--- config.mk ---
export PLATFORM = sky130hd
export DESIGN_NAME = alu_rr_arbiter_flat
export DESIGN_NICKNAME = d
export VERILOG_FILES = /design/src/rtl/alu_rr_arbiter_if.sv /design/src/rtl/alu_rr_arbiter.sv /design/src/flat_wrapper.sv
export SDC_FILE = /design/constraint.sdc
export NUM_CORES = 1
export LEC_CHECK = 0
export CAP_MARGIN = 25
export CORE_MARGIN = 3
export CORE_UTILIZATION = 46
export CTS_BUF_LIST = sky130_fd_sc_hd__clkbuf_4 sky130_fd_sc_hd__clkbuf_8
export DETAILED_ROUTE_END_ITERATION = 16
export PLACE_DENSITY_LB_ADDON = 0.15
export SLEW_MARGIN = 20
export SYNTH_ARGS = -nofsm -noshare
export SYNTH_HDL_FRONTEND = slang
export SYNTH_SLANG_ARGS = --single-unit
--- constraint.sdc ---
create_clock -name CLK -period 3.4 [get_ports CLK]
set_input_delay 0.34 -clock CLK [delete_from_list [all_inputs] [get_ports CLK]]
set_output_delay 0.34 -clock CLK [all_outputs]
set_load 0.01 [all_outputs]
--- src/rtl/alu_rr_arbiter_if.sv ---
// Bundle between the requesters, the shared ALU and the arbiter.
// master = requester/ALU side, slave = arbiter side.
interface alu_rr_arbiter_if #(
  parameter int DATA_WIDTH = 8,
  parameter int OUT_WIDTH  = 16
);
  logic                  REQ0;
  logic [DATA_WIDTH-1:0] A0;
  logic [DATA_WIDTH-1:0] B0;
  logic [3:0]            FUN0;
  logic                  REQ1;
  logic [DATA_WIDTH-1:0] A1;
  logic [DATA_WIDTH-1:0] B1;
  logic [3:0]            FUN1;
  logic                  GNT0;
  logic                  GNT1;
  logic                  RES_VALID;
  logic                  RES_ID;
  logic [OUT_WIDTH-1:0]  RES_DATA;
  logic                  RES_ERR;
  logic                  BUSY;
  logic [DATA_WIDTH-1:0] ALU_A;
  logic [DATA_WIDTH-1:0] ALU_B;
  logic [3:0]            ALU_FUN;
  logic                  ALU_EN;
  logic [OUT_WIDTH-1:0]  ALU_OUT;
  logic                  ALU_OUT_VALID;

  modport master (
    output REQ0, A0, B0, FUN0,
    output REQ1, A1, B1, FUN1,
    output ALU_OUT, ALU_OUT_VALID,
    input  GNT0, GNT1,
    input  RES_VALID, RES_ID, RES_DATA, RES_ERR,
    input  BUSY,
    input  ALU_A, ALU_B, ALU_FUN, ALU_EN
  );

  modport slave (
    input  REQ0, A0, B0, FUN0,
    input  REQ1, A1, B1, FUN1,
    input  ALU_OUT, ALU_OUT_VALID,
    output GNT0, GNT1,
    output RES_VALID, RES_ID, RES_DATA, RES_ERR,
    output BUSY,
    output ALU_A, ALU_B, ALU_FUN, ALU_EN
  );
endinterface

--- src/rtl/alu_rr_arbiter.sv ---
// Round-robin arbiter sharing one ALU between two requesters.
// Ports: CLK, RST (async high), bus (slave side of alu_rr_arbiter_if).
module alu_rr_arbiter #(
  parameter int DATA_WIDTH = 8,
  parameter int OUT_WIDTH  = 16,
  parameter int TIMEOUT    = 15
) (
  input  logic           CLK,
  input  logic           RST,
  alu_rr_arbiter_if.slave bus
);

  typedef enum logic {
    S_IDLE,
    S_WAIT
  } state_t;

  localparam logic [7:0] TMO = 8'(TIMEOUT);

  state_t                state_q, state_d;
  logic                  last_q, last_d;
  logic                  gid_q, gid_d;
  logic [7:0]            timer_q, timer_d;
  logic                  gnt0_q, gnt0_d;
  logic                  gnt1_q, gnt1_d;
  logic                  en_q, en_d;
  logic                  rv_q, rv_d;
  logic                  err_q, err_d;
  logic                  id_q, id_d;
  logic                  busy_q, busy_d;
  logic [DATA_WIDTH-1:0] a_q, a_d;
  logic [DATA_WIDTH-1:0] b_q, b_d;
  logic [3:0]            fun_q, fun_d;
  logic [OUT_WIDTH-1:0]  data_q, data_d;

  logic both;
  logic win_vld;
  logic win_id;

  // Winner select: on contention the side that did not win last.
  always_comb begin
    both    = bus.REQ0 & bus.REQ1;
    win_vld = bus.REQ0 | bus.REQ1;
    unique case (1'b1)
      both:                   win_id = ~last_q;
      (bus.REQ1 & ~bus.REQ0): win_id = 1'b1;
      default:                win_id = 1'b0;
    endcase
  end

  always_comb begin
    state_d = state_q;
    last_d  = last_q;
    gid_d   = gid_q;
    timer_d = timer_q;
    gnt0_d  = 1'b0;
    gnt1_d  = 1'b0;
    en_d    = 1'b0;
    rv_d    = 1'b0;
    err_d   = err_q;
    id_d    = id_q;
    busy_d  = busy_q;
    a_d     = a_q;
    b_d     = b_q;
    fun_d   = fun_q;
    data_d  = data_q;
    unique case (state_q)
      S_IDLE: begin
        if (win_vld) begin
          a_d     = win_id ? bus.A1 : bus.A0;
          b_d     = win_id ? bus.B1 : bus.B0;
          fun_d   = win_id ? bus.FUN1 : bus.FUN0;
          gnt0_d  = ~win_id;
          gnt1_d  = win_id;
          en_d    = 1'b1;
          gid_d   = win_id;
          last_d  = win_id;
          timer_d = '0;
          busy_d  = 1'b1;
          state_d = S_WAIT;
        end
      end
      S_WAIT: begin
        // A result on the timeout edge still counts as a result.
        if (bus.ALU_OUT_VALID) begin
          rv_d    = 1'b1;
          data_d  = bus.ALU_OUT;
          id_d    = gid_q;
          err_d   = 1'b0;
          busy_d  = 1'b0;
          state_d = S_IDLE;
        end else if (timer_q == TMO) begin
          rv_d    = 1'b1;
          data_d  = '0;
          id_d    = gid_q;
          err_d   = 1'b1;
          busy_d  = 1'b0;
          state_d = S_IDLE;
        end else begin
          timer_d = timer_q + 8'd1;
        end
      end
      default: begin
        state_d = S_IDLE;
      end
    endcase
  end

  always_ff @(posedge CLK or posedge RST) begin
    if (RST) begin
      state_q <= S_IDLE;
      last_q  <= 1'b1;
      gid_q   <= 1'b0;
      timer_q <= '0;
      gnt0_q  <= 1'b0;
      gnt1_q  <= 1'b0;
      en_q    <= 1'b0;
      rv_q    <= 1'b0;
      err_q   <= 1'b0;
      id_q    <= 1'b0;
      busy_q  <= 1'b0;
      a_q     <= '0;
      b_q     <= '0;
      fun_q   <= '0;
      data_q  <= '0;
    end else begin
      state_q <= state_d;
      last_q  <= last_d;
      gid_q   <= gid_d;
      timer_q <= timer_d;
      gnt0_q  <= gnt0_d;
      gnt1_q  <= gnt1_d;
      en_q    <= en_d;
      rv_q    <= rv_d;
      err_q   <= err_d;
      id_q    <= id_d;
      busy_q  <= busy_d;
      a_q     <= a_d;
      b_q     <= b_d;
      fun_q   <= fun_d;
      data_q  <= data_d;
    end
  end

  assign bus.GNT0      = gnt0_q;
  assign bus.GNT1      = gnt1_q;
  assign bus.ALU_EN    = en_q;
  assign bus.ALU_A     = a_q;
  assign bus.ALU_B     = b_q;
  assign bus.ALU_FUN   = fun_q;
  assign bus.RES_VALID = rv_q;
  assign bus.RES_ERR   = err_q;
  assign bus.RES_ID    = id_q;
  assign bus.RES_DATA  = data_q;
  assign bus.BUSY      = busy_q;

endmodule

--- src/flat_wrapper.sv ---
// flat-port wrapper written by rule: the top's interface ports become plain ports
module alu_rr_arbiter_flat 
#(
  parameter int DATA_WIDTH = 8,
  parameter int OUT_WIDTH  = 16,
  parameter int TIMEOUT    = 15
)
  (CLK, RST, bus_REQ0, bus_A0, bus_B0, bus_FUN0, bus_REQ1, bus_A1, bus_B1, bus_FUN1, bus_ALU_OUT, bus_ALU_OUT_VALID, bus_GNT0, bus_GNT1, bus_RES_VALID, bus_RES_ID, bus_RES_DATA, bus_RES_ERR, bus_BUSY, bus_ALU_A, bus_ALU_B, bus_ALU_FUN, bus_ALU_EN);
  alu_rr_arbiter_if #(.DATA_WIDTH(DATA_WIDTH), .OUT_WIDTH(OUT_WIDTH)) bus_i ();
  input  logic CLK;
  input  logic RST;
  input wire logic [$bits(bus_i.REQ0)-1:0] bus_REQ0;
  input wire logic [$bits(bus_i.A0)-1:0] bus_A0;
  input wire logic [$bits(bus_i.B0)-1:0] bus_B0;
  input wire logic [$bits(bus_i.FUN0)-1:0] bus_FUN0;
  input wire logic [$bits(bus_i.REQ1)-1:0] bus_REQ1;
  input wire logic [$bits(bus_i.A1)-1:0] bus_A1;
  input wire logic [$bits(bus_i.B1)-1:0] bus_B1;
  input wire logic [$bits(bus_i.FUN1)-1:0] bus_FUN1;
  input wire logic [$bits(bus_i.ALU_OUT)-1:0] bus_ALU_OUT;
  input wire logic [$bits(bus_i.ALU_OUT_VALID)-1:0] bus_ALU_OUT_VALID;
  output wire logic [$bits(bus_i.GNT0)-1:0] bus_GNT0;
  output wire logic [$bits(bus_i.GNT1)-1:0] bus_GNT1;
  output wire logic [$bits(bus_i.RES_VALID)-1:0] bus_RES_VALID;
  output wire logic [$bits(bus_i.RES_ID)-1:0] bus_RES_ID;
  output wire logic [$bits(bus_i.RES_DATA)-1:0] bus_RES_DATA;
  output wire logic [$bits(bus_i.RES_ERR)-1:0] bus_RES_ERR;
  output wire logic [$bits(bus_i.BUSY)-1:0] bus_BUSY;
  output wire logic [$bits(bus_i.ALU_A)-1:0] bus_ALU_A;
  output wire logic [$bits(bus_i.ALU_B)-1:0] bus_ALU_B;
  output wire logic [$bits(bus_i.ALU_FUN)-1:0] bus_ALU_FUN;
  output wire logic [$bits(bus_i.ALU_EN)-1:0] bus_ALU_EN;
  assign bus_i.REQ0 = bus_REQ0;
  assign bus_i.A0 = bus_A0;
  assign bus_i.B0 = bus_B0;
  assign bus_i.FUN0 = bus_FUN0;
  assign bus_i.REQ1 = bus_REQ1;
  assign bus_i.A1 = bus_A1;
  assign bus_i.B1 = bus_B1;
  assign bus_i.FUN1 = bus_FUN1;
  assign bus_i.ALU_OUT = bus_ALU_OUT;
  assign bus_i.ALU_OUT_VALID = bus_ALU_OUT_VALID;
  assign bus_GNT0 = bus_i.GNT0;
  assign bus_GNT1 = bus_i.GNT1;
  assign bus_RES_VALID = bus_i.RES_VALID;
  assign bus_RES_ID = bus_i.RES_ID;
  assign bus_RES_DATA = bus_i.RES_DATA;
  assign bus_RES_ERR = bus_i.RES_ERR;
  assign bus_BUSY = bus_i.BUSY;
  assign bus_ALU_A = bus_i.ALU_A;
  assign bus_ALU_B = bus_i.ALU_B;
  assign bus_ALU_FUN = bus_i.ALU_FUN;
  assign bus_ALU_EN = bus_i.ALU_EN;
  alu_rr_arbiter #(.DATA_WIDTH(DATA_WIDTH), .OUT_WIDTH(OUT_WIDTH), .TIMEOUT(TIMEOUT)) u_core (.CLK(CLK), .RST(RST), .bus(bus_i));
endmodule
==> summary.txt <==
Status
  • Outcome: finished, final reports clean

Global routing
  • Antenna violations before repair: 0
  • Busiest grt layer: met2
  • GR Overflow Total: 0
  • Vias in the first global route: 1725
  • GR Util met3: 0.0603
  • GRT Total Usage: 0.173
  • GRT met1 Usage: 0.214
  • First-pass GRT wire length: 8.26 mm
  • Largest net degree at the start of global routing: between 50 and 60
  • Met2 usage: 0.293

Worst setup path
  • Worst endpoint data arrival time: 2.11 ns
  • Worst r2r path cells: 3
  • Worst r2r src: u_core.state_q
  • Kind of critical path: flop to flop
  • Critical path origin: u_core.state_q
  • CP Max Fanout: 50
  • R2R setup slack: approximately 1.5 ns
  • Critical Path Sink: u_core.bus.ALU_B[7]
  • Startpoint Class: flop
  • Crit end category: flop
  • Worst r2r dst: u_core.bus.ALU_B[7]
  • CP required: 3.58 ns

Placement
  • Post-DP HPWL: 3.67 mm
  • Port Buf Inserts: 103
  • RD Place Congestion: 0.789

Cells and area
  • Multi-input combinational cell area: 852 sq um
  • Number of fill cells: between 300 and 400
  • Layout cell share with drive strength beyond 1: 0.0796
  • Nets@finish: 350
  • Storage element area: 1350 sq um
  • Antenna diodes: 0
  • Layout area overhead: 51.6%
  • Layout Utilization: 0.729

Logic synthesis
  • Synth Cell Area: 2290 sq um
  • Sequential-to-total area share from yosys stat: 0.591
  • #FFs+latches synth: 54
  • Synth Area per Inst: 12.2 sq um
  • Syn Inst Count: 188
  • Syn Nets: 250
  • Synth Warn #: 0
  • Synth top area cells: dfrtp_1 (58%), mux2i_1 (9.6%), a22o_1 (5.0%)
  • Cell taking the most area after synthesis: dfrtp_1
  • Post-synth top area share: 0.580
  • Distinct cells, synth: 36

Clock network
  • Post-CTS sizing: 0
  • Clock tree buffer depth: 2
  • Clk Latency, worst-skew pair: 0.29 ns
  • TritonCTS Buffers: 5
  • Post-CTS setup buffer count: 0
  • TritonCTS clock tree: yes
  • CTS Hold Bufs: 0
  • Clock-pin slew on the worst setup and hold paths: 0.09 ns
  • CTS root buf: clkbuf_8
  • H-tree depth: 2
  • Clk sink count: 54

STA
  • Tmin final: 1.93 ns
  • Max frequency: 518 MHz
  • Clk_skew: 0.00672 ns
  • RSZ-0062 raised after global routing: false
  • Slew @ Worst Pin: around 0.78 ns
  • Final hold slack: 0.408 ns
  • Final Hold Violating Endpoints: 0
  • Rel. slew slack: 0.480
  • Max-slew violation count: 0
  • Setup TNS: 0 ns
  • Final worst path period share: 0.568
  • Final setup fails: 0

Job
  • Max_cap viols: 0

Pwr
  • Combinational Power Share: 0.380
  • Pint: ~0.0015 W
  • Net Sw Frac: 0.295
  • Flop pwr share: 0.441
  • Clock power share: 0.179
  • Pleak: 1.53 nW
  • Peak supply drop: 0.309 mV
  • NetSw: approximately 0.00065 W
  • Overall power: between 0.002 and 0.0025 W
  • Power density cells: 633 nW/um^2

Detailed routing
  • ANT nets after route: 0
  • Routed WL: 4.90 mm
  • DRT Pass-1 Iters: 6
  • Routed len/inst: 13.8 microns
  • Vias: 1772
  • Via density: 4.98
  • Initial drt markers: 56
  • Remaining DRCs: 0

Die
  • Die footprint: between 5000 and 6000 sq um
  • Number of core rows: 25
  • Die width: 76.5 microns
  • Io pins: 104
  • Die Y: between 70 and 80 microns
  • Core footprint: 4750 sq um
  • Starting Density: 0.481

Min path
  • Hold Path Class: input port to async pin
## power by group through the flow
stage | clock network [W] | logic, W | registers, W
3_5_place_dp | 0 | 0.000847 | 0.000976
4_1_cts | 0.000400 | 0.000851 | 0.000967
5_1_grt | 0.000429 | 0.000904 | 0.000992
6_report | 0.000393 | 0.000834 | 0.000967
3_3_place_gp | 0 | 0.000831 | 0.000968
2_1_floorplan | 0 | 0.000299 | 0.00104
## area by class of cell
type                    instances  share of cell area
clock buffers                   8              0.0317
inverters                       3             0.00325
multi-input cells             119               0.246
flip-flops and latches         54               0.390
well taps                      67              0.0242
repair buffers                105               0.305
## worst max-delay path, cell delays in order (launching register included)
cell,delay [ns]
dfrtp_1,0.61
or2_2,0.71
nor2_1,0.17
a221o_1,0.32
## cells in the final DEF (no fill, tap or decap), types with 3 or more instances in the layout
cell type,n
nand2_1,25
nor2_1,3
a22o_1,13
o21ai_0,19
mux2i_1,22
clkdlybuf4s50_1,103
nand4_1,3
and3_1,4
a22o_2,3
clkbuf_8,8
dfrtp_1,53
## kinds of logic (layout without fill, tap and decap cells)
| logic type | count (synthesis) | in the layout | share of synthesized area |
|---|---|---|---|
| buf+inv | 15 | 116 | 0.0383 |
| flops | 54 | 54 | 0.591 |
| simple gates | 44 | 44 | 0.104 |
| fa+ha+maj | 1 | 1 | 0.00547 |
| mux | 23 | 23 | 0.101 |
| compound gates | 51 | 51 | 0.160 |
## layer usage
layer	routed length [microns]	vias up	share of wire
met1	2080	828	0.42
li1	-	876	-
met3	372	5	0.076
met4	31	0	0.0063
met5	0	-	0
met2	2410	63	0.49
## sequential cells by signal, indices dropped and copies added (netlist names), 4 cells and up
name and count:
u_core.timer_q 8, u_core.bus.ALU_FUN 4, u_core.bus.RES_DATA 16, u_core.bus.ALU_B 8
u_core.bus.ALU_A 8
## synthesized netlist by cell type
library cell / n
clkbuf_1: 4
and3b_1: 2
nor2_1: 3
a31o_2: 1
buf_4: 1
a31oi_1: 1
and3_1: 4
nand2_1: 25
nor2b_1: 1
a221o_1: 2
nand4_1: 3
o211ai_1: 2
and2_1: 1
buf_2: 4
o21a_1: 1
a21oi_1: 2
mux2_2: 1
mux2i_1: 22
a21o_4: 1
inv_1: 3
a211oi_1: 1
dfrtp_1: 53
a22o_1: 13
ha_1: 1
nand2_4: 1
nor3b_4: 1
o21ai_0: 19
buf_6: 3
a22o_2: 3
a21o_1: 2
a21boi_1: 1
and4bb_4: 1
o31ai_1: 2
dfstp_2: 1
or3_1: 1
or2_2: 1
## through the flow
stage	setup slack, ns	cells	cell area [sq um]
floorplan	1.75	188	2290
global placement	1.30	347	3340
detailed placement	1.24	348	3360
CTS	1.44	356	3470
global route	1.30	356	3470
finish	1.47	356	3470
## worst min path at each step
| stage | start | endpoint | depth (start not counted) |
|---|---|---|---|
| final | RST | u_core.bus.RES_DATA[9] | 2 |
| after global routing | RST | u_core.bus.RES_DATA[6] | 2 |
| after CTS | RST | u_core.bus.RES_DATA[9] | 2 |
| after detailed placement | u_core.timer_q[7] | u_core.timer_q[7] | 1 |
| after global placement | u_core.timer_q[7] | u_core.timer_q[7] | 1 |
| after floorplan | u_core.timer_q[7] | u_core.timer_q[7] | 1 |
(Power assumes the default switching activity.)
